[src/rtl/text_char_arbiter.sv]
// Round-robin arbiter sharing the text_driver_80x60 CHAR/WE port between two sources.
// Optional line lock, enabled by defining TEXT_ARB_LINE_LOCK_EN.
`timescale 1ns/1ps
module text_char_arbiter #(
   parameter int HOLD_CYCLES  = 4,
   parameter int CLEAR_CYCLES = 4800,
   parameter int LOCK_TIMEOUT = 1023
) (
   input  logic       CLK_50MHz,
   input  logic       RESET_N,
   input  logic [7:0] A_CHAR,
   input  logic       A_VALID,
   output logic       A_READY,
   input  logic [7:0] B_CHAR,
   input  logic       B_VALID,
   output logic       B_READY,
   output logic [7:0] CHAR,
   output logic       WE,
   output logic       GRANT,
   output logic       BUSY
);

   localparam int MAX_HOLD = (HOLD_CYCLES > CLEAR_CYCLES) ? HOLD_CYCLES : CLEAR_CYCLES;
   localparam int CNT_W    = ($clog2(MAX_HOLD) < 1) ? 1 : $clog2(MAX_HOLD);
   localparam logic [CNT_W-1:0] HOLD_LOAD  = CNT_W'(HOLD_CYCLES - 1);
   localparam logic [CNT_W-1:0] CLEAR_LOAD = CNT_W'(CLEAR_CYCLES - 1);
   localparam logic [7:0] CH_LF  = 8'd10;
   localparam logic [7:0] CH_DEL = 8'd127;

   if (HOLD_CYCLES < 1 || CLEAR_CYCLES < 1 || LOCK_TIMEOUT < 1 || LOCK_TIMEOUT > 65535) begin : g_bad_param
      $error("text_char_arbiter: parameter out of range");
   end

   typedef enum logic [1:0] {IDLE, ISSUE, HOLD} state_t;

   state_t           state, state_next;
   logic [CNT_W-1:0] hold_cnt, hold_cnt_next;
   logic             ptr;       // 0: A has priority on a tie
   logic             elig_a, elig_b;
   logic             winner;
   logic             transfer;
   logic [7:0]       winner_char;

`ifdef TEXT_ARB_LINE_LOCK_EN
   logic        lock, owner;
   logic [15:0] tmo_cnt;
   logic        owner_valid;
   logic        lock_char;

   assign elig_a      = A_VALID && (!lock || !owner);
   assign elig_b      = B_VALID && (!lock ||  owner);
   assign owner_valid = owner ? B_VALID : A_VALID;
   assign lock_char   = (winner_char != CH_LF) && (winner_char != CH_DEL);

   // Any accepted character either opens/continues a line (lock) or ends it.
   always_ff @(posedge CLK_50MHz or negedge RESET_N) begin
      if (!RESET_N) begin
         lock    <= 1'b0;
         owner   <= 1'b0;
         tmo_cnt <= '0;
      end else if (transfer) begin
         lock    <= lock_char;
         owner   <= winner;
         tmo_cnt <= '0;
      end else if (lock && state == IDLE && !owner_valid) begin
         if (tmo_cnt >= 16'(LOCK_TIMEOUT - 1)) begin
            lock    <= 1'b0;
            tmo_cnt <= '0;
         end else if (tmo_cnt != '1) begin
            tmo_cnt <= tmo_cnt + 16'd1;
         end
      end
   end
`else
   assign elig_a = A_VALID;
   assign elig_b = B_VALID;
`endif

   always_comb begin
      winner = 1'b0;
      if (elig_a && elig_b) winner = ptr;
      else if (elig_b)      winner = 1'b1;
   end

   // READY is forced low while reset is asserted even though the state reads IDLE.
   assign A_READY     = RESET_N && (state == IDLE) && elig_a && !winner;
   assign B_READY     = RESET_N && (state == IDLE) && elig_b &&  winner;
   assign transfer    = A_READY || B_READY;
   assign winner_char = winner ? B_CHAR : A_CHAR;
   assign BUSY        = (state != IDLE);

   // NOTE: sequential state uses non-blocking (<=) so every flop samples pre-edge values.
   always_ff @(posedge CLK_50MHz or negedge RESET_N) begin
      if (!RESET_N) begin
         state    <= IDLE;
         hold_cnt <= '0;
         ptr      <= 1'b0;
         CHAR     <= 8'd0;
         WE       <= 1'b0;
         GRANT    <= 1'b0;
      end else begin
         state    <= state_next;
         hold_cnt <= hold_cnt_next;
         WE       <= transfer;
         if (transfer) begin
            CHAR  <= winner_char;
            GRANT <= winner;
            ptr   <= ~winner;
         end
      end
   end

   // NOTE: defaults first so no path through the case leaves a variable unassigned (no latches).
   always_comb begin
      state_next    = state;
      hold_cnt_next = hold_cnt;
      unique case (state)
         IDLE: begin
            if (transfer) state_next = ISSUE;
         end
         ISSUE: begin
            hold_cnt_next = (CHAR == CH_DEL) ? CLEAR_LOAD : HOLD_LOAD;
            state_next    = HOLD;
         end
         HOLD: begin
            if (hold_cnt == '0) state_next = IDLE;
            else                hold_cnt_next = hold_cnt - CNT_W'(1);
         end
         default: state_next = IDLE;
      endcase
   end

endmodule
[config.mk]
export PLATFORM = sky130hd
export DESIGN_NAME = text_char_arbiter
export DESIGN_NICKNAME = d
export VERILOG_FILES = /design/src/rtl/text_char_arbiter.sv
export SDC_FILE = /design/constraint.sdc
export NUM_CORES = 1
export LEC_CHECK = 0
export BUFFER_PORTS_ARGS = -buffer_cell sky130_fd_sc_hd__buf_2
export CELL_PAD_IN_SITES_DETAIL_PLACEMENT = 2
export CELL_PAD_IN_SITES_GLOBAL_PLACEMENT = 2
export CORE_AREA = 2 2 71 73
export DETAILED_ROUTE_END_ITERATION = 12
export DIE_AREA = 0 0 73 75
export GPL_ROUTABILITY_DRIVEN = 0
export HOLD_SLACK_MARGIN = 0.03
export PLACE_DENSITY_LB_ADDON = 0.1
export SETUP_SLACK_MARGIN = 0.2
export SYNTH_ARGS = -nofsm -noshare
export SYNTH_HDL_FRONTEND = slang
export SYNTH_SLANG_ARGS = --single-unit
[constraint.sdc]
create_clock -name CLK_50MHz -period 2.5 [get_ports CLK_50MHz]
set_clock_uncertainty 0.1 [all_clocks]
set_input_delay 0.25 -clock CLK_50MHz [delete_from_list [all_inputs] [get_ports CLK_50MHz]]
set_output_delay 0.25 -clock CLK_50MHz [all_outputs]
set_load 0.01 [all_outputs]
[Yosys cells after proc, flatten, opt, wreduce, memory -nomap -nowiden]
Cells that the tools add are included.
Storage, ports and cells
  bits in registers: 26
  input bits: 20
  output and inout bits: 13
  logic and storage cells: 37
Operators by class
  add/subtract/negate cells: 1
  equality and inequality tests: 6
  multiplexer cells: 9
  bitwise operators: 1
  reductions and logical operators: 14
Operator list (number)
  two-way mux 13 bit: 2
  one-hot mux 13 bit (2 select lines): 1
  logical NOT 13 bit: 1
  subtractor 13 x 1 -> 13 bit (second input constant): 1
  == test 8 x 7 -> 1 bit (second input constant): 1
  two-way mux 8 bit: 1
  logical AND 1 bit: 6
  != test 2 bit (second input constant): 3
  one-hot mux 2 bit (3 select lines): 1
  two-way mux 2 bit: 2
  AND reduction 2 bit: 2
  nonzero test 2 bit: 2
  == test 2 x 1 -> 1 bit (second input constant): 1
  == test 2 bit (second input constant): 1
  logical NOT 2 bit: 1
  two-way mux 1 bit: 2
  logical NOT 1 bit: 1
  logical OR 1 bit: 1
  NOT 1 bit: 1

[Depth between registers and ports, before layout]
Gate-level depths: netlist of run 1.
  depth in word-level cells: 7
  depth in mapped cells: 8
  gate-level depth less buffers: 6

[Worst setup path before layout of run 1]
OpenSTA, ideal clock, no wires.
  kind: flip-flop to flip-flop
  start: register hold_cnt[0]
  end: register hold_cnt[12]
  setup time: 0.139 ns
  arrival: 1.808 ns
  setup slack: 0.453 ns
  cell stages (with the launch flop): 8
  buffers on the path: 2
  period minus slack after synthesis: 2.047 ns
  cells stage by stage: dfrtp_1 -> inv_1 -> ha_1 -> or4b_1 -> buf_2 -> o41ai_4 -> buf_6 -> o21ai_0
Between the ends
  longest elaborated chain between the ends: 3
RTL lines
  from (decl): RTL line 37  | logic [CNT_W-1:0] hold_cnt, hold_cnt_next;
  from (signal assigned): RTL line 103  | hold_cnt <= hold_cnt_next;
  subtractor 13 x 1 -> 13 bit or logical NOT 13 bit (tied branches): RTL line 127, 126
  two-way mux 13 bit or != test 2 bit (tied branches)
  one-hot mux 13 bit (2 select lines) or AND reduction 2 bit (tied branches)
Parallel ways exist; a longest one is shown, timed or not. The select of a mux whose other input is x is not followed.
A chain may end at the register's enable or synchronous reset.

[Worst setup path after layout of run 1]
  start: register hold_cnt[7]
  end: register hold_cnt[7]
The elaborated chain is that of the path after synthesis.

==> metrics.md, run 1 <==
| Metric | Value |
|---|---|
| Outcome | complete, no violations |
| FF/Latch Area | 651 sq um |
| Critical Path RT | approximately 2.5 ns |
| Yosys reg bits | 26 |
| CP delay by family, top | simple AND/OR/NAND/NOR gates |
| Switching power | around 1.0 mW |
| Final hold slack | 0.121 ns |
| Cells after Synth | 154 |
| CP peak stage delay | just over 0.7 ns |
| First-pass GRT wire length | between 7000 and 8000 microns |
| Fin cells | approximately 250 |
| Layout Utilization | 0.385 |
| Switching share of power | 0.443 |
| Synth Area in Adders | 0.0172 |
| Worst path arrival time | about 2.2 ns |
| Max-slew headroom | 0.344 |
| Number of setup buffers added after CTS | 0 |
| Die X | 73 microns |
| Cell with the most instances after synthesis | dfrtp_1 |
| ANT nets after route | 0 |
| Post-synthesis cell type count | 44 |
| Slack of the critical path | roughly 0.31 ns |
| Complex-gate fraction of the synthesized area | 0.229 |
| Async SR Flop Fraction | 1.00 |
| MaxCap Viol Count | 0 |
| Post-synthesis mux area share | 0.0550 |
| Simple-Gate Fraction of Synth Area | 0.200 |
| Comb power frac | 0.511 |
| Post-Synth XOR/XNOR Area | 0.00601 |
| Measured slew at the worst slew-check pin | approximately 0.98 ns |
| Area of the multi-input gates | approximately 740 sq um |
| Placed cells | between 200 and 250 |
| Int Power | 1.27 mW |
| Pleak | between 0.8 and 0.9 nW |
| Mapped Area | around 0.0015 sq mm |
| Vias in the first global route | 1504 |
| All-Layer GR Usage | 0.186 |
| Min Tclk post-route | 2.19 ns |
| Io pins | 33 |
| Cell Area, Placed | 0.00171 sq mm |
| Power Total | approximately 2.3 mW |
| Hold_sp | B_VALID |
| Core Area | between 0.004 and 0.005 sq mm |
| Largest family of logic cells by synthesized area | compound AO/OA/AOI/OAI gates |
| Total grt overflow | 0 |
| DR WL/cell | about 18 microns |
| Crit path launch | hold_cnt[7]$_DFFE_PN0P_ |
| Initial antenna violation count | 0 |
| Worst Path Max Fanout | 8 |
| Clock Power Share | 0.156 |
| Share of layout cells above drive strength 1 | 0.277 |
| Hpwl dp | 3350 microns |
| EDFF count, synth | 0 |
| Slowest CP cell | or4_1 |
| Max frequency | approximately 0.46 GHz |
| Yosys top cell area share | 0.447 |
| DR vias/cell | about 5.6 |
| RSZ-0062 raised after global routing | no |
| WP buf/inv | 0 |
| Num Clock Sinks | 26 |
| Post-Syn Nets | roughly 180 |
| Pwr dens | around 1300 mW/mm^2 |
| Fin crit share | 0.874 |
| Synth top cells by count | dfrtp_1, nor2_1, a21oi_1 |
| Antenna diode count | 0 |
| Most used DFF post-synth | dfrtp_1 |
| Initial DRC count | 58 |
| Root Driver | clkbuf_8 |
| Worst vdd ir | between 0.4 and 0.5 mV |
| Die ar. | ~0.0055 sq mm |
| Largest net degree at the start of global routing | 27 |
| Layout Area Growth over Synthesis | 23.3% |
| Seq pwr share | 0.333 |
| Final setup viols | 0 |
| CTS Buf Count | 3 |
| Dpl ws | 0.218 ns |
| Worst-Skew Late Latency | around 0.27 ns |
| HP Class | in2reg |
| Fin. max-slew vios | 0 |
| Initial Util | 0.312 |
| Sequential-to-total area share from yosys stat | 0.447 |
| Syn avg cell area | 9.46 sq um |
| CTS tree | done |
| Fillers | roughly 550 |
| Kind of launch point of the worst setup path | flip-flop |
| Maximum root-to-sink buffer count | 2 |
| Worst setup EP type | flip-flop |
| Port buffer count | 32 |
| Sum Neg Setup Slack | 0 ns |
| Worst R2R Start | hold_cnt[7]$_DFFE_PN0P_ |
| Hold Vio Cnt, Final | 0 |
| Yosys warnings | 0 |
| Detailed-route via count | approximately 1.4k |
| Net count, final | 214 |
| Crit-path cells | or4_1 -> o41ai_4 -> nand2b_1 -> o311ai_0 |
| # DRC | 0 |
| Vertical die dimension | ~75 microns |
| Clk slew on worst S/H paths | approximately 0.10 ns |
| Final instance area | 0.00180 sq mm |
| WS Path Type | reg2reg |
| Top cells by area, synth | dfrtp_1, mux2i_1, nor2_1 |
| # rows | 25 |
| First-pass DRT Iterations | 4 |
| Final wirelength | approximately 4500 microns |
| Synth area leader | dfrtp_1 |
| H-tree depth | 1 |
## path summary, 6_finish.rpt
kind                                            endpoint  slack (ns)  cells past startpoint
worst max-delay path             hold_cnt[7]$_DFFE_PN0P_        0.31                      4
worst min-delay path                     ptr$_DFFE_PN0P_        0.12                      2
worst max register to register   hold_cnt[7]$_DFFE_PN0P_        0.31                      4
worst min register to register  hold_cnt[11]$_DFFE_PN0P_        0.40                      1
max in group asynchronous        hold_cnt[2]$_DFFE_PN0P_        1.63                      3
min in group asynchronous                ptr$_DFFE_PN0P_        0.41                      3
## cell families after synthesis
family | after synthesis
flip-flops | 26
AO/OA/AOI/OAI | 48
AND/OR/NAND/NOR | 54
buffers and inverters | 15
adder cells (fa/ha/maj) | 2
multiplexers | 8
XOR/XNOR | 1
## what timing repair did
item | 4_1_cts | 5_1_grt
endpoints found under the hold margin | 26 | 0
setup endpoints to repair | 4 | 6
pin swaps | 0 | 1
hold buffers | 1 | 0
resized for setup | 1 | 1
## placed cells by master (no fill, tap or decap), types with 3 or more instances in the layout
master / count
a31oi_1: 5
nand2b_1: 3
a21oi_1: 13
nor3_1: 6
clkbuf_8: 3
mux2i_1: 8
buf_4: 8
inv_1: 6
dfrtp_1: 26
o311ai_0: 4
nand2_1: 6
nor2_1: 18
nand3_1: 4
nor2b_1: 4
o21ai_0: 8
buf_2: 32
## final cells by class
type                       count  share of cell area
multi-input combinational    113               0.413
sequential                    26               0.362
timing repair buffer          42               0.134
tap                           54              0.0376
clock buffer                   3              0.0230
clock inverter                 1              0.0167
inverter                       6              0.0125
## power groups by stage
stage               clock (mW)  sequential [mW]  combinational [mW]
finish                   0.357            0.763                1.17
global route             0.387            0.798                1.31
CTS                      0.371            0.764                1.17
detailed placement           0            0.769                1.15
global placement             0            0.753                1.11
floorplan                    0            0.765               0.763
## registers in the layout (all words and copies together), names as in the netlist
name	count
WE	1
state	2
ptr	1
CHAR	8
hold_cnt	13
GRANT	1
## routing by layer
metal | routed length [microns] | up-vias | track usage | part of all wire
li1 | - | 648 | - | -
met1 | 1980 | 690 | 0.253 | 0.44
met2 | 2350 | 25 | 0.319 | 0.52
met3 | 134 | 2 | 0.0201 | 0.030
met4 | 22 | 0 | 0.0412 | 0.0049
met5 | 0 | - | 0 | 0
Note: power is estimated with default switching activity, not from simulation.
==> inputs of run 2 (changes only) <==
--- a/config.mk
+++ b/config.mk
@@ -5,13 +5,14 @@
 export SDC_FILE = /design/constraint.sdc
 export NUM_CORES = 1
 export LEC_CHECK = 0
-export BUFFER_PORTS_ARGS = -buffer_cell sky130_fd_sc_hd__buf_2
+export BUFFER_PORTS_ARGS = -buffer_cell sky130_fd_sc_hd__buf_4
 export CELL_PAD_IN_SITES_DETAIL_PLACEMENT = 2
 export CELL_PAD_IN_SITES_GLOBAL_PLACEMENT = 2
 export CORE_AREA = 2 2 71 73
 export DETAILED_ROUTE_END_ITERATION = 12
 export DIE_AREA = 0 0 73 75
 export GPL_ROUTABILITY_DRIVEN = 0
+export GPL_TIMING_DRIVEN = 0
 export HOLD_SLACK_MARGIN = 0.03
 export PLACE_DENSITY_LB_ADDON = 0.1
 export SETUP_SLACK_MARGIN = 0.2
==> run 2 against run 1 <==
Compared with the run above:
- clock-buffer cell count unchanged
- total power is 6.7% higher
- sequential power rose by 2%
- critical path depth is 3 higher
- fmax shrank 5.5%
- sequential share of layout area fell by 2.6 points
==> metrics.md, run 2 (synthesized netlist as in run 1, its figures left out) <==
| Metric | Value |
|---|---|
| Worst setup EP type | flip-flop |
| Commonest non-fill, non-tap cell in the layout | buf_4 |
| Most frequent cells in the layout | buf_4, dfrtp_1, nor2_1 |
| Total grt overflow | 0 |
| Slack of the critical path | about 0.19 ns |
| All-Layer GR Usage | 0.176 |
| WP buf/inv | 3 |
| Largest net degree at the start of global routing | 27 |
| H-tree depth | 1 |
| # rows | 25 |
| WS Path Type | reg2reg |
| Share of layout cells above drive strength 1 | 0.305 |
| Worst Path Max Fanout | 5 |
| Max reg flops | 13 |
| Setup slack, reg-to-reg | approximately 0.19 ns |
| Initial Util | 0.312 |
| Fillers | 520 |
| Reg-to-Reg End | hold_cnt[5]$_DFFE_PN0P_ |
| Top flop regs | hold_cnt x13, CHAR x8, state x2 |
| Final wirelength | approximately 4700 microns |
| Fin crit share | 0.925 |
| Vias in the first global route | between 1k and 1.5k |
| Num Clock Sinks | 26 |
| Crit-path cells | inv_2 -> ha_1 -> or4b_4 -> buf_6 -> o41ai_4 -> buf_4 -> o22ai_1 |
| # DRC | 0 |
| Power Total | 2.44 mW |
| GR Util met2 | 0.298 |
| Slowest CP cell | or4b_4 |
| Max frequency | between 0.4 and 0.5 GHz |
| Root Driver | clkbuf_8 |
| DR WL/cell | 18.6 microns |
| ANT nets after route | 0 |
| Core Area | around 0.0047 sq mm |
| Worst Hold Endpoint | ptr$_DFFE_PN0P_ |
| Io pins | 33 |
| Vertical die dimension | ~75 microns |
| CTS tree | done |
| Worst path arrival time | about 2.4 ns |
| Worst vdd ir | 0.485 mV |
| Kind of launch point of the worst setup path | flip-flop |
| Hold path cells | 2 |
| Final setup viols | 0 |
| Detailed-route via count | between 1k and 1.5k |
| Worst reg2reg path depth | 7 |
| Outcome | complete, no violations |
| Initial DRC count | 37 |
| CTS Buf Count | 3 |
| Pwr dens | 1260 mW/mm^2 |
| Die ar. | about 0.0055 sq mm |
| Die X | around 73 microns |
| Initial antenna violation count | 0 |
| DR vias/cell | about 5.5 |
| Layout Utilization | 0.416 |
| Hpwl dp | between 3000 and 4000 microns |
| Max-slew headroom | 0.432 |
| GRT busiest layer | met2 |
| Sum Neg Setup Slack | 0 ns |
| Port buffer count | 32 |
| Maximum root-to-sink buffer count | 2 |
| Fin. max-slew vios | 0 |
| Hold Vio Cnt, Final | 0 |
| Net count, final | 223 |
| Worst-Skew Late Latency | 0.28 ns |
| Hold_sp | B_VALID |
| First-pass DRT Iterations | 4 |
| Critical Path RT | around 2.6 ns |
| Worst R2R Start | hold_cnt[0]$_DFFE_PN0P_ |
| Antenna diode count | 0 |
| First-pass GRT wire length | 7420 microns |
| CP peak stage delay | between 0.4 and 0.5 ns |
| Min Tclk post-route | 2.31 ns |
| Layout Area Growth over Synthesis | 33.1% |
| Largest reg by FF count | hold_cnt |
| Measured slew at the worst slew-check pin | ~0.85 ns |
| HP Class | in2reg |
| Met1 global-route usage | 0.236 |
| Pleak | 0.866 nW |
| Dpl ws | approximately 0.14 ns |
| RSZ-0062 raised after global routing | yes |
| CP delay by family, top | compound AO/OA/AOI/OAI gates |
| Met3 usage | 0.0214 |
| Clk slew on worst S/H paths | approximately 0.11 ns |
| MaxCap Viol Count | 0 |
## run 2: how the worst max path moves through the flow
| stage | start | slack [ns] | cells after the start | to |
|---|---|---|---|---|
| 6_report | hold_cnt[0]$_DFFE_PN0P_ | 0.19 | 7 | hold_cnt[5]$_DFFE_PN0P_ |
| 5_1_grt | hold_cnt[0]$_DFFE_PN0P_ | 0.09 | 7 | hold_cnt[7]$_DFFE_PN0P_ |
| 4_1_cts | hold_cnt[0]$_DFFE_PN0P_ | 0.25 | 7 | hold_cnt[9]$_DFFE_PN0P_ |
| 3_5_place_dp | hold_cnt[0]$_DFFE_PN0P_ | 0.14 | 7 | hold_cnt[12]$_DFFE_PN0P_ |
| 3_3_place_gp | hold_cnt[0]$_DFFE_PN0P_ | 0.20 | 7 | hold_cnt[12]$_DFFE_PN0P_ |
| 2_1_floorplan | hold_cnt[0]$_DFFE_PN0P_ | 0.45 | 7 | hold_cnt[12]$_DFFE_PN0P_ |
## run 2: timing repair
action / in CTS / in global routing
gates resized for setup: 0 / 12
cloned: 0 / 1
endpoints found under the hold margin: 26 / 0
buffers inserted: 0 / 7
hold buffers: 2 / 0
setup endpoints to repair: 8 / 15
pin swaps: 1 / 1
## run 2: routing by layer
layer | share of wire | wire [microns]
met1 | 0.47 | 2210
met4 | 0.011 | 51
met3 | 0.020 | 96
met2 | 0.50 | 2360
met5 | 0 | 0
## run 2: where the power goes
group / total, mW / switching [mW] / internal [mW]
sequential: 0.779 / 0.183 / 0.596
combinational: 1.29 / 0.725 / 0.570
clock: 0.370 / 0.156 / 0.215
## run 2: layout make-up
cell class              count  area (sq um)  share of cell area
multi-input cells         113           742               0.383
flip-flops and latches     26           652               0.336
repair buffers             42           330               0.170
well taps                  54          67.6              0.0349
plain buffers               9          52.6              0.0271
clock buffers               3          41.3              0.0213
clock inverters             1          30.0              0.0155
inverters                   6          22.5              0.0116
## run 2: metrics by stage
step	instance area, sq um	hold slack (ns)	instances
detailed placement	1760	0.0912	240
floorplan	1460	-0.146	154
finish	1940	0.0836	254
CTS	1870	0.0808	246
global placement	1760	0.0896	240
global route	1940	0.0862	254
